--- config.mk ---
export PLATFORM = sky130hd
export DESIGN_NAME = bytewrite_ram_master_flat
export DESIGN_NICKNAME = d
export VERILOG_FILES = /design/src/rtl/bytewrite_ram_master_if.sv /design/src/rtl/bytewrite_ram_master.sv /design/src/flat_wrapper.sv
export SDC_FILE = /design/constraint.sdc
export NUM_CORES = 1
export LEC_CHECK = 0
export CAP_MARGIN = 20
export CORE_UTILIZATION = 44
export DETAILED_ROUTE_END_ITERATION = 8
export PLACE_DENSITY = 0.82
export SYNTH_ARGS = -nofsm -noshare
export SYNTH_HDL_FRONTEND = slang
export SYNTH_SLANG_ARGS = --single-unit
--- constraint.sdc ---
create_clock -name clk -period 1.95 [get_ports clk]
set_input_delay 0.39 -clock clk [delete_from_list [all_inputs] [get_ports clk]]
set_output_delay 0.39 -clock clk [all_outputs]
set_load 0.03 [all_outputs]
--- src/rtl/bytewrite_ram_master_if.sv ---
// Request/response and RAM-side signal bundle for bytewrite_ram_master.
// The master modport is the block's view; slave is the environment (requester, consumer, RAM).
interface bytewrite_ram_master_if #(
  parameter int ADDR_WIDTH = 10,
  parameter int COL_WIDTH  = 8,
  parameter int NB_COL     = 4
);
  localparam int W = NB_COL * COL_WIDTH;

  logic                  init_start;
  logic                  req_valid;
  logic                  req_ready;
  logic [NB_COL-1:0]     req_we;
  logic [ADDR_WIDTH-1:0] req_addr;
  logic [W-1:0]          req_wdata;
  logic                  rsp_valid;
  logic                  rsp_ready;
  logic [W-1:0]          rsp_rdata;
  logic                  busy;
  logic                  init_done;
  logic [NB_COL-1:0]     ram_we;
  logic [ADDR_WIDTH-1:0] ram_addr;
  logic [W-1:0]          ram_di;
  logic [W-1:0]          ram_do;

  modport master (
    input  init_start, req_valid, req_we, req_addr, req_wdata, rsp_ready, ram_do,
    output req_ready, rsp_valid, rsp_rdata, busy, init_done, ram_we, ram_addr, ram_di
  );

  modport slave (
    output init_start, req_valid, req_we, req_addr, req_wdata, rsp_ready, ram_do,
    input  req_ready, rsp_valid, rsp_rdata, busy, init_done, ram_we, ram_addr, ram_di
  );
endinterface

--- src/rtl/bytewrite_ram_master.sv ---
// Byte-write RAM front end: clears the RAM after reset or on request, then serves
// byte-masked writes and reads through a 2-entry in-order response FIFO.
module bytewrite_ram_master #(
  parameter int SIZE       = 32,
  parameter int ADDR_WIDTH = 10,
  parameter int COL_WIDTH  = 8,
  parameter int NB_COL     = 4
) (
  input  logic                     clk,
  input  logic                     rst_n,
  bytewrite_ram_master_if.master   bus
);
  localparam int W = NB_COL * COL_WIDTH;
  localparam logic [ADDR_WIDTH-1:0] LAST_ADDR = ADDR_WIDTH'(SIZE - 1);

  typedef enum logic [0:0] {
    ST_INIT = 1'b0,
    ST_RUN  = 1'b1
  } state_e;

  state_e                state_q, state_d;
  logic [ADDR_WIDTH-1:0] cnt_q, cnt_d;
  logic                  init_done_q, init_done_d;
  logic                  inflight_q, inflight_d;
  logic                  oob_q, oob_d;
  logic [W-1:0]          fifo_q [2];
  logic                  rd_ptr_q, rd_ptr_d;
  logic                  wr_ptr_q, wr_ptr_d;
  logic [1:0]            count_q, count_d;

  logic                  accept_s;
  logic                  rd_accept_s;
  logic                  in_range_s;
  logic                  push_s;
  logic                  pop_s;
  logic [W-1:0]          push_data_s;

  // FSM state, sweep counter and completion pulse
  always_ff @(posedge clk or negedge rst_n) begin
    if (!rst_n) begin
      state_q     <= ST_INIT;
      cnt_q       <= '0;
      init_done_q <= 1'b0;
    end else begin
      state_q     <= state_d;
      cnt_q       <= cnt_d;
      init_done_q <= init_done_d;
    end
  end

  // Next-state logic; a restart request always wins over sweep completion
  always_comb begin
    state_d     = state_q;
    cnt_d       = cnt_q;
    init_done_d = 1'b0;
    case (state_q)
      ST_INIT: begin
        if (bus.init_start) begin
          cnt_d = '0;
        end else if (cnt_q == LAST_ADDR) begin
          state_d     = ST_RUN;
          cnt_d       = '0;
          init_done_d = 1'b1;
        end else begin
          cnt_d = cnt_q + ADDR_WIDTH'(1);
        end
      end
      ST_RUN: begin
        if (bus.init_start) begin
          state_d = ST_INIT;
          cnt_d   = '0;
        end else begin
          cnt_d = cnt_q;
        end
      end
      default: begin
        state_d = ST_INIT;
        cnt_d   = '0;
      end
    endcase
  end

  // Request acceptance and combinational RAM drive
  always_comb begin
    in_range_s    = (32'(bus.req_addr) < 32'(SIZE));
    bus.req_ready = (state_q == ST_RUN) && ((count_q + {1'b0, inflight_q}) < 2'd2);
    accept_s      = bus.req_valid && bus.req_ready;
    rd_accept_s   = accept_s && (bus.req_we == '0);
    bus.busy      = (state_q == ST_INIT);
    bus.init_done = init_done_q;
    if (state_q == ST_INIT) begin
      bus.ram_we   = '1;
      bus.ram_addr = cnt_q;
      bus.ram_di   = '0;
    end else begin
      bus.ram_we   = (accept_s && in_range_s) ? bus.req_we : '0;
      bus.ram_addr = bus.req_addr;
      bus.ram_di   = bus.req_wdata;
    end
  end

  // Response FIFO bookkeeping; out-of-range reads return zero instead of RAM data
  always_comb begin
    inflight_d  = rd_accept_s;
    oob_d       = rd_accept_s && !in_range_s;
    push_s      = inflight_q;
    push_data_s = oob_q ? '0 : bus.ram_do;
    pop_s       = (count_q != 2'd0) && bus.rsp_ready;
    rd_ptr_d    = pop_s ? ~rd_ptr_q : rd_ptr_q;
    wr_ptr_d    = push_s ? ~wr_ptr_q : wr_ptr_q;
    count_d     = count_q + {1'b0, push_s} - {1'b0, pop_s};
    bus.rsp_valid = (count_q != 2'd0);
    bus.rsp_rdata = fifo_q[rd_ptr_q];
  end

  // Response path registers
  always_ff @(posedge clk or negedge rst_n) begin
    if (!rst_n) begin
      inflight_q <= 1'b0;
      oob_q      <= 1'b0;
      rd_ptr_q   <= 1'b0;
      wr_ptr_q   <= 1'b0;
      count_q    <= 2'd0;
      fifo_q[0]  <= '0;
      fifo_q[1]  <= '0;
    end else begin
      inflight_q <= inflight_d;
      oob_q      <= oob_d;
      rd_ptr_q   <= rd_ptr_d;
      wr_ptr_q   <= wr_ptr_d;
      count_q    <= count_d;
      if (push_s) begin
        fifo_q[wr_ptr_q] <= push_data_s;
      end else begin
        fifo_q[wr_ptr_q] <= fifo_q[wr_ptr_q];
      end
    end
  end
endmodule

--- src/flat_wrapper.sv ---
// flat-port wrapper written by rule: the top's interface ports become plain ports
module bytewrite_ram_master_flat 
#(
  parameter int SIZE       = 32,
  parameter int ADDR_WIDTH = 10,
  parameter int COL_WIDTH  = 8,
  parameter int NB_COL     = 4
)
  (clk, rst_n, bus_init_start, bus_req_valid, bus_req_we, bus_req_addr, bus_req_wdata, bus_rsp_ready, bus_ram_do, bus_req_ready, bus_rsp_valid, bus_rsp_rdata, bus_busy, bus_init_done, bus_ram_we, bus_ram_addr, bus_ram_di);
  bytewrite_ram_master_if #(.ADDR_WIDTH(ADDR_WIDTH), .COL_WIDTH(COL_WIDTH), .NB_COL(NB_COL)) bus_i ();
  input  logic clk;
  input  logic rst_n;
  input wire logic [$bits(bus_i.init_start)-1:0] bus_init_start;
  input wire logic [$bits(bus_i.req_valid)-1:0] bus_req_valid;
  input wire logic [$bits(bus_i.req_we)-1:0] bus_req_we;
  input wire logic [$bits(bus_i.req_addr)-1:0] bus_req_addr;
  input wire logic [$bits(bus_i.req_wdata)-1:0] bus_req_wdata;
  input wire logic [$bits(bus_i.rsp_ready)-1:0] bus_rsp_ready;
  input wire logic [$bits(bus_i.ram_do)-1:0] bus_ram_do;
  output wire logic [$bits(bus_i.req_ready)-1:0] bus_req_ready;
  output wire logic [$bits(bus_i.rsp_valid)-1:0] bus_rsp_valid;
  output wire logic [$bits(bus_i.rsp_rdata)-1:0] bus_rsp_rdata;
  output wire logic [$bits(bus_i.busy)-1:0] bus_busy;
  output wire logic [$bits(bus_i.init_done)-1:0] bus_init_done;
  output wire logic [$bits(bus_i.ram_we)-1:0] bus_ram_we;
  output wire logic [$bits(bus_i.ram_addr)-1:0] bus_ram_addr;
  output wire logic [$bits(bus_i.ram_di)-1:0] bus_ram_di;
  assign bus_i.init_start = bus_init_start;
  assign bus_i.req_valid = bus_req_valid;
  assign bus_i.req_we = bus_req_we;
  assign bus_i.req_addr = bus_req_addr;
  assign bus_i.req_wdata = bus_req_wdata;
  assign bus_i.rsp_ready = bus_rsp_ready;
  assign bus_i.ram_do = bus_ram_do;
  assign bus_req_ready = bus_i.req_ready;
  assign bus_rsp_valid = bus_i.rsp_valid;
  assign bus_rsp_rdata = bus_i.rsp_rdata;
  assign bus_busy = bus_i.busy;
  assign bus_init_done = bus_i.init_done;
  assign bus_ram_we = bus_i.ram_we;
  assign bus_ram_addr = bus_i.ram_addr;
  assign bus_ram_di = bus_i.ram_di;
  bytewrite_ram_master #(.SIZE(SIZE), .ADDR_WIDTH(ADDR_WIDTH), .COL_WIDTH(COL_WIDTH), .NB_COL(NB_COL)) u_core (.clk(clk), .rst_n(rst_n), .bus(bus_i));
endmodule
Yosys cells after proc, flatten, opt, wreduce, memory -nomap -nowiden:

Index checks and enable logic that the tools add are counted.

* register bits after elaboration: 82
* word-level logic and storage cells: 60

* mux-type cells: 25
* equality and inequality tests: 2
* reduce and logical (&&, ||, !) cells: 10
* magnitude comparators: 5
* bitwise operators: 5
* $add $sub $neg: 3

Operators by type and width (count)
* $mux 32: 9
* $bwmux 64: 2
* $mux 64: 1
* $mux 10: 4
* $demux 32 s1: 1
* $pmux 10 s2: 1
* $add 10x1->10 const B: 1
* $eq 10x5->1 const B: 1
* $lt 10x6->1 const B: 1
* $mux 4: 2
* $logic_and 1x1->1: 7
* $ge 2x2->1 const B: 2
* $logic_not 4->1: 1
* $mux 1: 4
* $not 1->2: 2
* $not 1->1: 3
* $add 2x1->2: 1
* $lt 2x1->1 const B: 1
* $lt 2x2->1 const B: 1
* $ne 2x2->1 const B: 1
* $pmux 1 s2: 1
* $reduce_bool 2->1: 1
* $sub 2x1->2: 1
* $logic_not 1->1: 1

Longest topological paths before layout:

* depth after elaboration: 7
* mapped depth: 5
* depth with buffers taken out: 5

Worst setup path after synthesis:

OpenSTA, ideal clock, no wires.

* path kind: register -> output
* from: register u_core.inflight_q
* to: output port bus_ram_we[0]
* data required time: 1560 ps
* data arrival time: 1995 ps
* cell stages (with the launch flop): 6
* slack: -435 ps
* path through: dfrtp_1 ha_1 xnor2_1 and2_1 nand3_1 o21ai_0

* word-level cells in the longest chain between the ends: 7

RTL lines
* from (decl): line bytewrite_ram_master.sv:24 `logic inflight_q, inflight_d;`
* from (signal assigned): line bytewrite_ram_master.sv:127 `inflight_q <= inflight_d;`
* $add 2x1->2: line bytewrite_ram_master.sv:86 `bus.req_ready = (state_q == ST_RUN) && ((count_q + {1'b0, inflight_q}) < 2'd2);`
* $lt 2x2->1: line bytewrite_ram_master.sv:86
* $logic_and 1x1->1: line bytewrite_ram_master.sv:86
* via bus_req_ready: line flat_wrapper.sv:20 `output wire logic [$bits(bus_i.req_ready)-1:0] bus_req_ready;`
* $logic_and 1x1->1: line bytewrite_ram_master.sv:87 `accept_s = bus.req_valid && bus.req_ready;`
* $logic_and 1x1->1: line bytewrite_ram_master.sv:96 `bus.ram_we = (accept_s && in_range_s) ? bus.req_we : '0;`
* $mux 4: line bytewrite_ram_master.sv:96
* $mux 4: line bytewrite_ram_master.sv:91 `if (state_q == ST_INIT) begin`
* to (decl): line flat_wrapper.sv:25 `output wire logic [$bits(bus_i.ram_we)-1:0] bus_ram_we;`

The timed path passes the listed nets, and every way through them passes these cells.

Worst setup path after layout:

* from: input port bus_req_addr[6]
* to: output port bus_ram_we[3]

* word-level cells in the longest chain between the ends: 4

RTL lines
* from (decl): line flat_wrapper.sv:16 `input wire logic [$bits(bus_i.req_addr)-1:0] bus_req_addr;`
* $lt 10x6->1: line bytewrite_ram_master.sv:85 `in_range_s = (32'(bus.req_addr) < 32'(SIZE));`
* $logic_and 1x1->1: line bytewrite_ram_master.sv:96
* $mux 4: line bytewrite_ram_master.sv:96
* $mux 4: line bytewrite_ram_master.sv:91

Every way passes these cells.

==> results.json <==
{
  "antenna_found_initial": 0,
  "synth.top_cell.area_share": 0.502,
  "grt_pass1_wl_um": 17400,
  "p_leak_uw": 0.00304,
  "synth.largest_area_cell": "dfrtp_1",
  "cp-start-kind": "input pin",
  "grt_overflow": 0,
  "layout-drive-gt1-share": 0.302,
  "swShare": 0.254,
  "finalCritPeriodShare": 1.10,
  "path_cells": "dlygate4sd2_1 -> or4_4 -> nor2_4 -> nand3_4 -> o21ai_4 -> buf_6",
  "cts_tree": "yes",
  "max_clock_freq_mhz": 465,
  "finalSetupViolCount": 4,
  "max_cap_viol_count": 0,
  "cts_buffer_depth": 2,
  "post-dp-hpwl_um": 7690,
  "cts.reportedPaths.clkPinSlew_ns": 0.08,
  "antenna_cells": 0,
  "wl_per_cell_um": 15.7,
  "io_buffers": 164,
  "cts_buffers": 9,
  "p_sw_uw": 1070,
  "ant_nets": 0,
  "fin_skew_ns": 0.00880,
  "power.density_nw_per_um2": 650,
  "worstMarginPinSlew_ns": 0.490,
  "timing.rr.start": "u_core.cnt_q[5]",
  "status": "finished, violations left",
  "core_area_um2": 8850,
  "ys_ff_latch": 82,
  "placed_area_um2": 5940,
  "synth.distinct_cells": 34,
  "worstSetupStartpoint": "bus_req_addr[6]",
  "final_area_um2": 6490,
  "violations": "DRC, setup timing",
  "endpoint_kind": "primary output",
  "seq_power_share": 0.425,
  "place_congestion": 0.914,
  "critPathBufInv": 2,
  "intPower_uw": 3150,
  "worstPathMaxFanout": 4,
  "required_ns": 1.56,
  "critPathSlowestCell": "or4_4",
  "area_delta_synth_final_pct": 58.8,
  "cp_top_family": "simple AND/OR/NAND/NOR gates",
  "route.detailed.drc": 9,
  "die_area_um2": 9680,
  "post-route-min-period_ns": 2.15,
  "grt_usage": 0.226,
  "fill_cells": 618,
  "crit_type": "in -> out",
  "combPwrFrac": 0.253,
  "clock_latency_ns": 0.33,
  "clkPwrFrac": 0.322,
  "pre_cts_slack_ns": -0.537,
  "rows": 34,
  "yosys_warnings": 0,
  "grt_pass1_vias": 3679,
  "vias_per_cell": 5.20,
  "syn_nets": 511,
  "hp-class": "reg -> reg",
  "clock-sinks": 82,
  "routed_wl_um": 11300,
  "setup_ws_ns": -0.198,
  "syn_inst": 425,
  "hold_start": "u_core.fifo_q[25]",
  "htreeDepth": 3,
  "dr_total_vias": 3728,
  "grt_max_degree": 65,
  "die_x_um": 98.4,
  "ir_worst_vdd_mv": 0.455,
  "maxSlewHeadroom": 0.672,
  "drv_slew": 0,
  "finalHoldViolations": 0,
  "dr.pass1.iters": 9,
  "boundaryPins": 165,
  "dieHeight_um": 98.4,
  "avgSynthCellArea_um2": 9.62,
  "synth_top_cells_by_area": "dfrtp_1 50%, mux2_2 11%, o21ai_0 7.7%",
  "fin_nets": 690,
  "cp.arrival_ns": 1.76,
  "drt_iter0_markers": 143,
  "clock-root-buffer": "clkbuf_8",
  "start_util": 0.462,
  "critPathMaxStageDelay_ns": 0.52,
  "netlist_area_um2": 4090,
  "ys_seq_area_frac": 0.502,
  "rsz0062_at_grt": "true"
}
cells by family after synthesis:
logic type / count (synthesis) / synth area share
AND/OR/NAND/NOR: 173 / 0.219
adder cells (fa/ha/maj): 3 / 0.00918
AO/OA/AOI/OAI: 84 / 0.111
buffers and inverters: 36 / 0.0337
flip-flops: 82 / 0.502
multiplexers: 40 / 0.110
XOR/XNOR: 7 / 0.0150
state kept, by name (all words and copies together), names as in the netlist:
signal,cells
u_core.bus.init_done,1
u_core.cnt_q,10
u_core.count_q,2
u_core.fifo_q,64
u_core.inflight_q,1
u_core.oob_q,1
u_core.rd_ptr_q,1
u_core.state_q,1
u_core.wr_ptr_q,1
Yosys cell counts:
library cell / number
a31oi_1: 1
ha_1: 3
xor2_1: 3
or4_1: 2
or2_2: 3
a22o_1: 2
nand4_1: 3
dfrtp_1: 82
nor2b_1: 2
o311ai_1: 1
o31ai_4: 1
nand2_1: 75
inv_1: 9
and2_1: 34
o31a_1: 1
nor4_1: 2
nand2b_1: 33
or3_1: 2
or4_4: 1
o22ai_1: 1
nand3_1: 4
nor3_1: 2
buf_2: 2
nand4_4: 1
buf_1: 1
nor2_1: 7
mux2_2: 40
clkbuf_1: 24
o21ai_1: 11
o21ai_0: 63
a21oi_1: 3
and3_1: 1
and4_1: 1
xnor2_1: 4
path summary, 6_finish.rpt:
path	to	slack, ns	depth (start not counted)
min reg2reg	u_core.fifo_q[25]	0.48	2
max reg2reg	u_core.cnt_q[7]	0.16	5
max in group asynchronous	u_core.fifo_q[5]	0.84	3
min in group asynchronous	u_core.fifo_q[27]	0.54	2
max	bus_ram_we[3]	-0.20	6
min	u_core.fifo_q[25]	0.48	2
timing repair:
action | in CTS | in global routing
setup endpoints to repair | 46 | 42
resized for setup | 155 | 93
buffers inserted | 4 | 3
pin swaps | 7 | 3
gates cloned | 1 | 3
hold endpoints to repair | 7 | 0
hold buffers | 1 | 0
routing by layer:
layer,GRT usage,part of all wire,vias to the layer above
li1,-,-,1783
met3,0.0508,0.071,12
met2,0.395,0.52,151
met1,0.285,0.40,1782
met5,0,0,-
met4,0.0574,0.0093,0
through the flow:
step	total power [uW]	util	cells	hold slack [ns]	TNS [ns]
after CTS	4100	0.703	711	0.485	-1.15
after detailed placement	2590	0.672	689	0.375	-2.49
after global placement	2560	0.672	689	0.367	-2.21
final	4220	0.734	717	0.483	-0.760
after floorplan	2160	-	425	0.0944	0
after global routing	4390	0.734	717	0.499	-1.39
power groups by stage:
stage | logic, uW | clock network [uW] | registers (uW)
floorplan | 372 | 0 | 1790
global placement | 754 | 0 | 1810
detailed placement | 774 | 0 | 1810
CTS | 935 | 1370 | 1790
global route | 1140 | 1450 | 1800
finish | 1070 | 1360 | 1790
tightest hold or removal path: stages, from the launching register on:
cell and delay [ns]:
dfrtp_1 0.35, nand2_1 0.05, o21ai_0 0.06
cell type report:
type / count / area, um^2 / share of cell area
flip-flops and latches: 82 / 2050 / 0.316
multi-input cells: 307 / 2030 / 0.313
repair buffers: 195 / 2010 / 0.310
clock buffers: 10 / 138 / 0.0212
well taps: 108 / 135 / 0.0208
clock inverters: 6 / 90.1 / 0.0139
inverters: 9 / 33.8 / 0.00520
cell usage in the layout (no fill, tap or decap), types with 3 or more instances in the layout:
master	count
clkbuf_8	10
and2_1	33
buf_12	13
dfrtp_1	81
buf_6	33
a21oi_1	3
nand3_1	3
or2_2	3
buf_4	53
nor2_1	6
xnor2_1	3
buf_2	5
o21ai_1	11
clkdlybuf4s50_1	78
clkbuf_16	3
o21ai_0	59
mux2_4	12
o21ai_4	4
xor2_1	3
nand2b_1	32
inv_1	9
nand2_1	74
dlygate4sd2_1	6
mux2_2	28
nand4_1	3
Note: power is estimated with default switching activity, not from simulation.
